**src/rtl/cic3_readout_pkg.sv**
```systemverilog
// cic3_readout_pkg: shared row-readout defaults and the readout state type.
package cic3_readout_pkg;
   localparam int NUM_FILTERS = 12;
   localparam int DATA_W      = 25;
   localparam int CH_W        = 4;
   localparam int FRAME_W     = 16;
   typedef enum logic {IDLE, SEND} state_t;
endpackage

```
**src/rtl/cic3_prio_enc.sv**
```systemverilog
// cic3_prio_enc: lowest-set-bit encoder with a "single bit remaining" flag.
//   mask     in  N  pending channel mask
//   idx      out W  index of the lowest set bit (0 when mask is empty)
//   one_left out 1  exactly one bit of mask is set
module cic3_prio_enc
   import cic3_readout_pkg::*;
#(
   parameter int N = cic3_readout_pkg::NUM_FILTERS,
   parameter int W = cic3_readout_pkg::CH_W
) (
   input  logic [N-1:0] mask,
   output logic [W-1:0] idx,
   output logic         one_left
);
   always_comb begin
      idx = '0;
      for (int i = N - 1; i >= 0; i--)
         if (mask[i]) idx = W'(i);
   end
   // Clearing the lowest set bit leaves zero only for a single-bit mask.
   assign one_left = (mask != '0) && ((mask & (mask - N'(1))) == '0);
endmodule

```
**src/rtl/cic3_row_readout.sv**
```systemverilog
// cic3_row_readout: captures a CIC3 row's filter outputs and streams enabled channels.
//   clk, reset_n       clock and synchronous active-low reset
//   filt_data          NUM_FILTERS packed filter words, channel i at [i*DATA_W +: DATA_W]
//   sample_valid       new decimated sample set on filt_data
//   ch_enable          per-channel readout enable, latched at capture
//   rd_data/rd_chan    current word and its channel tag
//   rd_valid/rd_ready  output handshake
//   rd_last            current word is the last enabled channel of the frame
//   frame_cnt          number of accepted frames (wraps)
//   overrun            sticky flag for samples dropped while busy
//   overrun_clr        clears overrun (a simultaneous new overrun wins)
module cic3_row_readout
   import cic3_readout_pkg::*;
#(
   parameter int NUM_FILTERS = cic3_readout_pkg::NUM_FILTERS,
   parameter int DATA_W      = cic3_readout_pkg::DATA_W,
   parameter int CH_W        = cic3_readout_pkg::CH_W,
   parameter int FRAME_W     = cic3_readout_pkg::FRAME_W
) (
   input  logic                          clk,
   input  logic                          reset_n,
   input  logic [NUM_FILTERS*DATA_W-1:0] filt_data,
   input  logic                          sample_valid,
   input  logic [NUM_FILTERS-1:0]        ch_enable,
   output logic [DATA_W-1:0]             rd_data,
   output logic [CH_W-1:0]               rd_chan,
   output logic                          rd_valid,
   input  logic                          rd_ready,
   output logic                          rd_last,
   output logic [FRAME_W-1:0]            frame_cnt,
   output logic                          overrun,
   input  logic                          overrun_clr
);
   state_t                   state;
   logic [NUM_FILTERS-1:0]   mask;
   logic [DATA_W-1:0]        shadow [NUM_FILTERS];
   logic [CH_W-1:0]          idx;
   logic                     one_left;
   logic                     xfer;
   logic                     fin;
   logic                     cap;
   logic                     ovr_set;

   cic3_prio_enc #(.N(NUM_FILTERS), .W(CH_W)) u_enc (
      .mask     (mask),
      .idx      (idx),
      .one_left (one_left)
   );

   // Outputs decode only from registered state; rd_ready steers the next cycle.
   assign rd_valid = (state == SEND);
   assign rd_chan  = idx;
   assign rd_last  = one_left;
   assign rd_data  = rd_valid ? shadow[idx] : '0;
   assign xfer     = rd_valid && rd_ready;
   assign fin      = xfer && one_left;
   // A sample is taken when idle or exactly as the final word leaves.
   assign cap      = sample_valid && (ch_enable != '0) && (state == IDLE || fin);
   assign ovr_set  = sample_valid && (state == SEND) && !fin;

   always_ff @(posedge clk) begin
      if (!reset_n) begin
         state     <= IDLE;
         mask      <= '0;
         frame_cnt <= '0;
         overrun   <= 1'b0;
         for (int i = 0; i < NUM_FILTERS; i++) shadow[i] <= '0;
      end else begin
         if (cap) begin
            for (int i = 0; i < NUM_FILTERS; i++) shadow[i] <= filt_data[i*DATA_W +: DATA_W];
            mask      <= ch_enable;
            frame_cnt <= frame_cnt + FRAME_W'(1);
            state     <= SEND;
         end else if (xfer) begin
            mask <= mask & ~(NUM_FILTERS'(1) << idx);
            if (one_left) state <= IDLE;
         end
         overrun <= ovr_set | (overrun & ~overrun_clr);
      end
   end
endmodule
```
**config.mk**
```make
export PLATFORM = sky130hd
export DESIGN_NAME = cic3_row_readout
export DESIGN_NICKNAME = d
export VERILOG_FILES = /design/src/rtl/cic3_readout_pkg.sv /design/src/rtl/cic3_prio_enc.sv /design/src/rtl/cic3_row_readout.sv
export SDC_FILE = /design/constraint.sdc
export NUM_CORES = 1
export LEC_CHECK = 0
export CAP_MARGIN = 20
export CORE_MARGIN = 8
export CORE_UTILIZATION = 50
export CTS_BUF_LIST = sky130_fd_sc_hd__clkbuf_16
export CTS_CLUSTER_SIZE = 24
export DETAILED_ROUTE_END_ITERATION = 7
export GPL_TIMING_DRIVEN = 0
export PLACE_DENSITY = 0.8
export RECOVER_POWER = 100
export SLEW_MARGIN = 20
export SYNTH_ARGS = -nofsm -noshare
export SYNTH_HDL_FRONTEND = slang
export SYNTH_SLANG_ARGS = --single-unit
```
**constraint.sdc**
```tcl
create_clock -name clk -period 13.3 [get_ports clk]
set_input_delay 2.66 -clock clk [delete_from_list [all_inputs] [get_ports clk]]
set_output_delay 2.66 -clock clk [all_outputs]
set_load 0.02 [all_outputs]
```
# [After elaboration in Yosys (flattened, before gate mapping)]
# Memories as Yosys holds them, arrays and structs flattened.
# Index checks and enable logic that the tools add are counted.
[word_totals] regBits=30 mem_bits_rw=300 input_bits=317 out_inout_bits=48 word_cells=76 mem_count=1
[classes] addsub=2 shifts=1 mux=34 bitwise_logic=19 n_reduce_logical=15
[mem_list] name="shadow" depth=12 width=25 read_ports=1 rd_ports_with_merged_regs=0 wr=12 line_no="cic3_row_readout.sv:36" rtl="logic [DATA_W-1:0] shadow [NUM_FILTERS];"
[op_table] operator="25-bit two-way mux" n=13
[op_table] operator="4-bit two-way mux" n=12
[op_table] operator="12-bit bitwise AND" n=2
[op_table] operator="12-bit two-way mux" n=2
[op_table] operator="12-bit nonzero test" n=2
[op_table] operator="16-bit by 1-bit adder with 16-bit output (second input constant)" n=1
[op_table] operator="1-bit OR" n=13
[op_table] operator="12-bit zero test" n=1
[op_table] operator="12-bit inverter" n=1
[op_table] operator="1-bit by 4-bit << shifter with 12-bit output (first input constant)" n=1
[op_table] operator="12-bit by 1-bit subtractor with 12-bit output (second input constant)" n=1
[op_table] operator="1-bit logical AND" n=7
[op_table] operator="1-bit two-way mux" n=7
[op_table] operator="2-bit nonzero test" n=2
[op_table] operator="1-bit inverter" n=2
[op_table] operator="2-bit AND reduction" n=1
[op_table] operator="1-bit bitwise AND" n=1
[op_table] operator="1-bit zero test" n=1
[op_table] operator="1-bit logical OR" n=1

# [Logic depth before layout (Yosys ltp)]
# Gate-level depths: netlist of the first run.
[depth] ltp_word=17 mapped_depth=11

# [Hierarchy]
# Synthesis of the first run repeated with hierarchy kept, for this count alone.
[unflattened] hier_cells=1018 area_unflattened_um2=15144.5
[by_module_without_submodules] mod="cic3_row_readout" instances=1 cells_each=983 area_per_inst_um2=14926.8
[by_module_without_submodules] mod="cic3_prio_enc" instances=1 cells_each=35 area_per_inst_um2=217.7

# [Worst setup path after synthesis of the first run]
# OpenSTA, ideal clock, no wires.
[synth_path] kind="input-to-reg" from="input port ch_enable[0]" to="memory shadow[0][0] (enable)" arrival_time_ps=9044 required_ps=11052 path_slack_ps=2008 stages=5 n_path_buf=1 path_cell_list="or4_1 o31ai_1 nand2b_1 clkbuf_1 nand2_1"
[synth_lines] item="start, declared" line_no="cic3_row_readout.sv:24" rtl="input logic [NUM_FILTERS-1:0] ch_enable,"
[synth_lines] item="end, declared" line_no="cic3_row_readout.sv:36"

==> results of run 1 <==
==> area by class of cell <==
| type | instances | area [um2] |
|---|---|---|
| Fill cell | 2305 | 9910 |
| Sequential cell | 330 | 9610 |
| Multi-Input combinational cell | 870 | 5140 |
| Timing Repair Buffer | 368 | 3650 |
| Clock buffer | 37 | 926 |
| Buffer | 131 | 513 |
| Tap cell | 396 | 495 |
| Clock inverter | 23 | 155 |
| Inverter | 24 | 90.1 |
| Antenna cell | 4 | 10.0 |
==> placed cells by master, fill, tap and decap left out, types with 33 or more instances in the layout <==
cell	n
clkdlybuf4s50_1	315
edfxtp_1	300
and3_1	254
nand2_1	132
clkbuf_1	126
a21oi_1	87
nor3_1	60
dlygate4sd3_1	48
and2_0	45
clkbuf_16	37
o22ai_1	34
o221ai_1	33
==> power by group through the flow <==
stage / registers, mW / logic [mW] / clock network, mW
after floorplan: 1.32 / 0.448 / 0
after global placement: 1.34 / 0.833 / 0
after detailed placement: 1.31 / 0.856 / 0
after CTS: 1.29 / 0.861 / 0.942
after global routing: 1.31 / 0.895 / 0.978
final: 1.30 / 0.849 / 0.941
==> final timing paths <==
path,from,slack [ns],to
max,rd_ready,3.87,shadow[0][20]
min,overrun,0.48,overrun
max reg2reg,mask[1],5.33,shadow[0][20]
min reg2reg,overrun,0.48,overrun
==> sequential cells by signal, summed over array words and instances (netlist names) <==
signal     count
rd_valid       1
overrun        1
mask          12
frame_cnt     16
shadow       300
==> critical path: stages <==
cell and delay (ns):
dlygate4sd3_1 0.55, o21ai_0 0.12, o31ai_1 0.43, nand2b_1 0.18, clkbuf_1 0.27, nand2_1 1.22
clkbuf_1 1.85, clkbuf_1 2.16
==> metrics by stage <==
stage                     total power, mW  util (%)  instances
after floorplan                      1.77         -       1355
after global placement               2.18      64.2       2114
after detailed placement             2.17      64.7       2119
after CTS                            3.10      68.2       2179
after global routing                 3.18      67.5       2183
final                                3.09      67.5       2183
==> kinds of logic (layout without fill, tap and decap cells) <==
family | after synthesis | count (layout)
multiplexers | 1 | 1
flip-flops | 330 | 330
AO/OA/AOI/OAI | 267 | 267
other | 0 | 4
AND/OR/NAND/NOR | 586 | 586
XOR/XNOR | 15 | 15
buffers and inverters | 155 | 583
adder cells (fa/ha/maj) | 1 | 1
==> layer usage <==
metal  part of all wire [%]  global-route usage [%]
met1                     38                    38.7
met2                     46                    46.3
met3                    9.8                    5.56
met4                    5.8                    16.1
met5                      0                       0
==> metrics.cfg, run 1 <==
[floorplan]
die_area_mm2=0.0368
fp.coreArea_mm2=0.0305
die_h_um=192
die_x_um=192
start_util_pct=50.7
io_pins=365
std_cell_rows=64

[power_and_ir_drop]
p_leak_nw=8.36
switching_power_mw=0.997
pwr-share-comb_pct=27.5
power_frac_clock_pct=30.4
irDropWorstVdd_mv=0.0852
p_per_area_mw_per_mm2=150
p_sw_share_pct=32.3
intPower_mw=2.09
sequentialPowerShare_pct=42.1

[logic_synthesis]
netlist_area_mm2=0.0155
ys_top_cells_by_area=edfxtp_1, and3_1, dfxtp_1, nand2_1, a21oi_1
ys_warn_count=0
synth_flop_cell=edfxtp_1
synth.most_common_cell=edfxtp_1
synth_top_cell_area_share_pct=58.3
synth.avg_cell_area_um2=11.4
ys_seq_area_share_pct=62.2
synth_top_family_by_area=simple AND/OR/NAND/NOR gates
synthSimpleGateAreaFrac_pct=20.6
synth_compound_area_share_pct=11.8
yosys-top-cells-count=edfxtp_1, and3_1, nand2_1, clkbuf_1, a21oi_1
ys_ff_latch=330
synthDistinctLibCells=56
synth_edf_count=300
async_reset_ff_share_pct=0
synthXorXnorAreaFrac_pct=0.850
syn_nets=1673
syn_inst=1355
yosys.area.top_type=edfxtp_1
synthMuxAreaShare_pct=0.0728
synth_fa_ha_area_share_pct=0.0809

[clocking]
cts_buffers=36
clockBufferDepth=3
clock_sinks=330
cts_hold_repair.buffers=0
insertion_delay_ns=0.52
root_buffer=clkbuf_16
cts_resized=0
post_cts_buffers=0
cts_tree=yes
htree_levels=2
clkTransAtPathRegs_ns=0.06

[timing]
setup_viol=0
slew_violations=321
finalHoldViolCount=0
finalCriticalPeriod_ns=9.43
fin_ws_ns=3.87
fin_crit_sh_pct=70.9
tns_ns=0
fmax_ghz=0.106
skew_ns=0.0163
tightest_slew_ns=3.30
rsz0062_at_grt=false
maxSlewHeadroom_pct=-120
whs_ns=0.476

[route]
drc_errors=0
routed_wl_um=56300
vias=13400
ant_nets=0
firstDrtPassIters=5
routed_via_density=6.14
route.detailed.wl_per_inst_um=25.8
drtIter0Drc=1603

[finish]
drive_gt1_share_pct=3.37
design_area_mm2=0.0206
area_growth_pct=33.2
nets=2079

[place]
place_area_mm2=0.0197
globalplace.congestion=0.920
hpwl_um=43200
portBuffers=363
place_ws_ns=6.48

[global_route]
grt_use_total_pct=29.6
grt_pass1_vias=13100
antenna_found_initial=4
grt_first_pass_wirelength_um=81000
grt_remaining_overflow=0
grt_max_degree=61

[hold_path]
min_path_type=reg2reg
worstHoldPathCells=2

[setup_path]
crit_required_ns=13.36
cp_data_arrival_time_ns=9.49
end_kind=register
critPathMaxFanout=54
criticalPathCategory=in2reg
rr_worst_depth=10
startpoint_type=input port

[outcome]
violations=max-capacitance violations, max-slew violations
status=finished, violations left

[flow_run]
max-cap-violations=7

No activity file was read; power rests on OpenSTA's default activity.
==> run 2, diff against run 1 <==
==> constraint.sdc (replaced) <==
create_clock -name clk -period 9.32 [get_ports clk]
set_input_delay 1.864 -clock clk [delete_from_list [all_inputs] [get_ports clk]]
set_output_delay 1.864 -clock clk [all_outputs]
set_load 0.02 [all_outputs]
==> run 2 against run 1 <==
  * Non-clock buffer count shrank 2
  * The flow still finishes with violations (max-capacitance violations, max-slew violations)
  * Highest routed layer is now met5
  * Wire length is essentially flat
  * Die area is the same
  * Largest power group unchanged
  * Largest cell class unchanged
==> metrics.cfg, run 2 (same netlist as run 1, synthesis figures left out) <==
[timing]
skew_ns=0.0155  ; was 0.0163 ns
fin_crit_sh_pct=77.3
fmax_ghz=0.139
finalCriticalPeriod_ns=7.21
setup_viol=0  ; unchanged
tns_ns=0  ; unchanged
maxSlewHeadroom_pct=-82.6  ; was -120%
finalHoldViolCount=0  ; unchanged
tightest_slew_ns=2.70  ; was 3.30 ns
rsz0062_at_grt=false  ; unchanged
slew_violations=128  ; was 321

[place]
globalplace.congestion=0.943  ; was 0.920
hpwl_um=42800  ; was 43200 um
place_area_mm2=0.0197  ; about the same
portBuffers=363  ; unchanged

[clocking]
cts_tree=yes  ; unchanged
clkTransAtPathRegs_ns=0.06  ; about the same
clock_sinks=330  ; unchanged
cts_resized=0  ; unchanged
root_buffer=clkbuf_16  ; unchanged
clockBufferDepth=3  ; unchanged
cts_buffers=36  ; unchanged
htree_levels=2  ; unchanged
post_cts_buffers=0  ; unchanged
cts_hold_repair.buffers=0  ; unchanged
insertion_delay_ns=0.52  ; about the same

[power_and_ir_drop]
irDropWorstVdd_mv=0.124  ; was 0.0852 mV
p_per_area_mw_per_mm2=212  ; was 150 mW/mm2
p_leak_nw=8.39  ; was 8.36 nW

[floorplan]
die_x_um=192  ; unchanged
std_cell_rows=64  ; unchanged
fp.coreArea_mm2=0.0305  ; unchanged
die_h_um=192  ; unchanged
start_util_pct=50.7  ; unchanged
io_pins=365  ; unchanged
die_area_mm2=0.0368  ; unchanged

[hold_path]
min_from=overrun  ; unchanged
whs_endpoint=overrun  ; unchanged
min_path_type=reg2reg  ; unchanged
worstHoldPathCells=2  ; unchanged

[global_route]
grtUsageMet2_pct=47.1  ; was 46.3%
grt_first_pass_wirelength_um=80800  ; was 81000 um
antenna_found_initial=3  ; was 4
grt_remaining_overflow=0  ; unchanged
use_met3_pct=5.88  ; was 5.56%
grt_max_degree=102  ; was 61
use_met1_pct=37.1  ; was 38.7%
top_usage_layer=met2  ; unchanged
grt_use_total_pct=29.5  ; was 29.6%
grt_pass1_vias=13300  ; was 13.1k

[outcome]
violations=max-capacitance violations, max-slew violations  ; unchanged
status=finished, violations left  ; unchanged

[finish]
post-route-util_pct=67.5  ; about the same
design_area_mm2=0.0206  ; about the same
final_common_cell=clkdlybuf4s50_1  ; unchanged
area_growth_pct=33.3  ; was 33.2%
nets=2077  ; was 2079
final_cell_mix=clkdlybuf4s50_1, edfxtp_1, and3_1  ; unchanged
reg_top3=shadow x300, frame_cnt x16, mask x12  ; unchanged
drive_gt1_share_pct=3.25  ; was 3.37%
largest_reg_flops=300  ; unchanged
regMostFlops=shadow  ; unchanged

[setup_path]
criticalPathCategory=in2reg  ; unchanged
cp_data_arrival_time_ns=7.40  ; was 9.49 ns
regToRegEndpoint=shadow[4][15]  ; was shadow[0][20]
crit_required_ns=9.51  ; was 13.36 ns
rr_worst_depth=10  ; unchanged
startpoint_type=input port  ; unchanged
reg2reg_slack_ns=3.12  ; was 5.33 ns
reg2reg_from=mask[1]  ; unchanged
end_kind=register  ; unchanged
critPathMaxFanout=101  ; was 54

[route]
firstDrtPassIters=6  ; was 5
drtIter0Drc=1518  ; was 1603
routed_wl_um=56200  ; was 56300 um
routed_via_density=6.10  ; was 6.14
drc_errors=0  ; unchanged
route.detailed.wl_per_inst_um=25.7  ; was 25.8 um
vias=13300  ; was 13.4k
ant_nets=0  ; unchanged

[flow_run]
max-cap-violations=3  ; was 7

run 2: cell types whose count changed in the layout (fill, tap and decap cells not counted), moves of 2 or more:
cell / previous run / this run
buf_16: 0 / 2
inv_1: 30 / 34
and2_0: 45 / 43
clkbuf_1: 126 / 121
and2_1: 23 / 25
clkinv_1: 8 / 10
run 2: final cells by class:
| cell class | instances | area [um2] |
|---|---|---|
| Fill cell | 2265 | 9900 |
| Sequential cell | 330 | 9610 |
| Multi-Input combinational cell | 870 | 5140 |
| Timing Repair Buffer | 366 | 3690 |
| Clock buffer | 37 | 926 |
| Buffer | 131 | 513 |
| Tap cell | 396 | 495 |
| Clock inverter | 24 | 121 |
| Inverter | 24 | 90.1 |
| Antenna cell | 5 | 12.5 |
run 2: stage by stage:
step | setup WS, ns | total power, mW | cells | hold slack, ns
2_1_floorplan | 1.89 | 2.51 | 1355 | 0.521
3_3_place_gp | -0.346 | 3.08 | 2114 | 0.465
3_5_place_dp | 3.41 | 3.09 | 2117 | 0.477
4_1_cts | 2.85 | 4.37 | 2178 | 0.482
5_1_grt | 1.70 | 4.50 | 2180 | 0.494
6_report | 2.11 | 4.36 | 2183 | 0.480
run 2: worst max-delay path by stage:
stage	slack [ns]	from	cells past startpoint	end
floorplan	1.89	ch_enable[0]	5	shadow[0][0]
global placement	-0.35	ch_enable[0]	6	shadow[4][15]
detailed placement	3.41	mask[11]	11	rd_data[23]
CTS	2.85	mask[11]	11	rd_data[23]
global route	1.70	ch_enable[0]	8	shadow[7][23]
finish	2.11	ch_enable[0]	8	shadow[4][15]
run 2: critical path: stages:
cell	delay (ns)
dlygate4sd3_1	0.55
or4_1	0.58
o31ai_1	0.52
nand2b_1	0.23
clkbuf_1	0.40
nand2_1	1.18
clkbuf_2	1.33
buf_16	0.64
run 2: metal layers:
metal | wire length (um) | share of wire [%]
met1 | 21400 | 38
met2 | 26100 | 46
met3 | 5430 | 9.7
met4 | 3300 | 5.9
met5 | 13 | 0.023
run 2: report_power, final:
| group | internal [mW] | switching, mW | total, mW |
|---|---|---|---|
| Clock | 0.739 | 0.562 | 1.30 |
| Combinational | 0.423 | 0.786 | 1.21 |
| Sequential | 1.79 | 0.0598 | 1.85 |
| Total | 2.95 | 1.41 | 4.36 |
==> run 3, diff against run 2 <==
--- a/config.mk
+++ b/config.mk
@@ -7,12 +7,12 @@
 export LEC_CHECK = 0
 export CAP_MARGIN = 20
 export CORE_MARGIN = 8
-export CORE_UTILIZATION = 50
+export CORE_UTILIZATION = 46
 export CTS_BUF_LIST = sky130_fd_sc_hd__clkbuf_16
 export CTS_CLUSTER_SIZE = 24
 export DETAILED_ROUTE_END_ITERATION = 7
 export GPL_TIMING_DRIVEN = 0
-export PLACE_DENSITY = 0.8
+export PLACE_DENSITY = 0.78
 export RECOVER_POWER = 100
 export SLEW_MARGIN = 20
 export SYNTH_ARGS = -nofsm -noshare
==> constraint.sdc (replaced) <==
create_clock -name clk -period 6.46 [get_ports clk]
set_input_delay 1.292 -clock clk [delete_from_list [all_inputs] [get_ports clk]]
set_output_delay 1.292 -clock clk [all_outputs]
set_load 0.02 [all_outputs]
==> run 3 against run 2 <==
  * The flow still finishes with violations (max-capacitance violations, max-slew violations)
  * Sequential cell count unchanged
  * Utilization shrank 5.0 points
  * Total power up 49%
  * Setup slack lost 1.9 ns
  * Clock power grew 59%
  * Final area grew 0.98%
  * Non-clock buffer count unchanged
  * Clock skew is 0.012 ns higher
  * Critical path type is now reg2out
  * Critical endpoint is now rd_data[23]
  * Largest cell class unchanged
  * Largest power group unchanged
==> metrics.cfg, run 3 (same netlist as run 1, synthesis figures left out) <==
[flow_run]
max-cap-violations=2  ; was 3

[floorplan]
std_cell_rows=67  ; was 64
die_area_mm2=0.0397  ; was 0.0368 mm2
start_util_pct=46.4  ; was 50.7%
io_pins=365  ; unchanged
fp.coreArea_mm2=0.0333  ; was 0.0305 mm2
die_x_um=199  ; was 192 um
die_h_um=199  ; was 192 um

[finish]
regMostFlops=shadow  ; unchanged
design_area_mm2=0.0208  ; was 0.0206 mm2
final_cell_mix=clkdlybuf4s50_1, edfxtp_1, and3_1  ; unchanged
nets=2078  ; was 2077
area_growth_pct=34.6  ; was 33.3%
post-route-util_pct=62.5  ; was 67.5%
drive_gt1_share_pct=4.03  ; was 3.25%
largest_reg_flops=300  ; unchanged
reg_top3=shadow x300, frame_cnt x16, mask x12  ; unchanged
final_common_cell=clkdlybuf4s50_1  ; unchanged

[clocking]
cts_buffers=37  ; was 36
clkTransAtPathRegs_ns=0.06  ; about the same
cts_hold_repair.buffers=0  ; unchanged
insertion_delay_ns=0.53  ; was 0.52 ns
clock_sinks=330  ; unchanged
clockBufferDepth=3  ; unchanged
htree_levels=2  ; unchanged
cts_resized=0  ; unchanged
cts_tree=yes  ; unchanged
root_buffer=clkbuf_16  ; unchanged
post_cts_buffers=0  ; unchanged

[global_route]
top_usage_layer=met2  ; unchanged
antenna_found_initial=3  ; unchanged
grt_pass1_vias=13000  ; was 13.3k
grtUsageMet2_pct=43.8  ; was 47.1%
use_met1_pct=36.8  ; was 37.1%
use_met3_pct=4.80  ; was 5.88%
grt_max_degree=83  ; was 102
grt_first_pass_wirelength_um=81200  ; was 80800 um
grt_remaining_overflow=0  ; unchanged
grt_use_total_pct=27.8  ; was 29.5%

[route]
vias=13200  ; was 13.3k
routed_via_density=5.91  ; was 6.10
route.detailed.wl_per_inst_um=25.7  ; about the same
ant_nets=0  ; unchanged
drtIter0Drc=1428  ; was 1518
firstDrtPassIters=7  ; was 6
drc_errors=0  ; unchanged
routed_wl_um=57500  ; was 56200 um

[setup_path]
reg2reg_from=mask[1]  ; unchanged
startpoint_type=register  ; was input port
critPathMaxFanout=10  ; was 101
crit_required_ns=5.17  ; was 9.51 ns
crit_chain=buf_2, o311ai_1, a21o_1, clkbuf_2, nand2b_1, clkbuf_1, clkbuf_1, o22ai_1, a221oi_2, a2bb2oi_1, clkdlybuf4s50_1  ; was dlygate4sd3_1, or4_1, o31ai_1, nand2b_1, clkbuf_1, nand2_1, clkbuf_2, buf_16
crit_path_frequent_cell=clkbuf_1
criticalPathCategory=reg2out  ; was in2reg
rr_worst_depth=11  ; was 10
end_kind=output port  ; was register
cp_data_arrival_time_ns=4.99  ; was 7.40 ns
startpoint=mask[8]  ; was ch_enable[0]
cp_slowest_cell=clkdlybuf4s50_1  ; was clkbuf_2
cpPeakStageDelay_ns=0.68  ; was 1.33 ns

[power_and_ir_drop]
irDropWorstVdd_mv=0.176  ; was 0.124 mV
p_leak_nw=8.44  ; was 8.39 nW
p_per_area_mw_per_mm2=313  ; was 212 mW/mm2

[hold_path]
min_from=overrun  ; unchanged
min_path_type=reg2reg  ; unchanged
worstHoldPathCells=2  ; unchanged

[place]
place_area_mm2=0.0198  ; was 0.0197 mm2
hpwl_um=44000  ; was 42800 um
portBuffers=363  ; unchanged
globalplace.congestion=0.935  ; was 0.943

[timing]
slew_violations=92  ; was 128
rsz0062_at_grt=false  ; unchanged
skew_ns=0.0274  ; was 0.0155 ns
whs_ns=0.476  ; was 0.480 ns
fin_crit_sh_pct=97.2
maxSlewHeadroom_pct=-86.6  ; was -82.6%
finalCriticalPeriod_ns=6.28
tightest_slew_ns=2.76  ; was 2.70 ns
fmax_ghz=0.159
setup_viol=0  ; unchanged
finalHoldViolCount=0  ; unchanged

[outcome]
status=finished, violations left  ; unchanged
violations=max-capacitance violations, max-slew violations  ; unchanged

-- run 3: cell count changes in the layout (fill, tap and decap cells not counted), sizes merged, moves of 2 or more --
| cell | delta |
|---|---|
| bufinv | +3 |
| diode | -2 |
| inv | -6 |
| clkinv | +4 |
| clkbuf | +2 |
| clkinvlp | +2 |
-- run 3: path summary, 6_finish.rpt --
check	slack, ns	endpoint
max	0.18	rd_data[23]
min	0.48	overrun
max reg2reg	0.80	shadow[3][11]
min reg2reg	0.48	overrun
-- run 3: report_power, final --
part | internal, mW | switching [mW]
Combinational | 0.611 | 1.16
Sequential | 2.58 | 0.0838
Clock | 1.23 | 0.847
-- run 3: routing by layer --
| layer | up-vias | share of wire (%) |
|---|---|---|
| li1 | 5931 | - |
| met1 | 6395 | 40 |
| met2 | 780 | 46 |
| met3 | 123 | 8.8 |
| met4 | 0 | 5.0 |
| met5 | - | 0 |
-- run 3: critical path: cells and delay by family, from the launching register on --
| kind | cells | cell delay, ns |
|---|---|---|
| AO/OA/AOI/OAI | 5 | 1.91 |
| buffers and inverters | 5 | 2.13 |
| flip-flops | 1 | 0.30 |
| AND/OR/NAND/NOR | 1 | 0.13 |
-- run 3: final cells by class --
class                           count  area (um2)
Clock inverter                     27         239
Clock buffer                       38         951
Multi-Input combinational cell    870        5150
Timing Repair Buffer              366        3690
Tap cell                          448         561
Buffer                            131         505
Fill cell                        2673       12500
Antenna cell                        3        7.51
Inverter                           24        90.1
Sequential cell                   330        9610
-- run 3: through the flow --
| step | instances | TNS (ns) | power (mW) | setup slack [ns] |
|---|---|---|---|---|
| detailed placement | 2169 | 0 | 4.48 | 0.878 |
| floorplan | 1355 | 0 | 3.61 | 1.29 |
| global route | 2237 | 0 | 6.72 | 0.0623 |
| finish | 2237 | 0 | 6.51 | 0.178 |
| CTS | 2234 | 0 | 6.54 | 0.332 |
| global placement | 2166 | -117.35 | 4.46 | -0.413 |
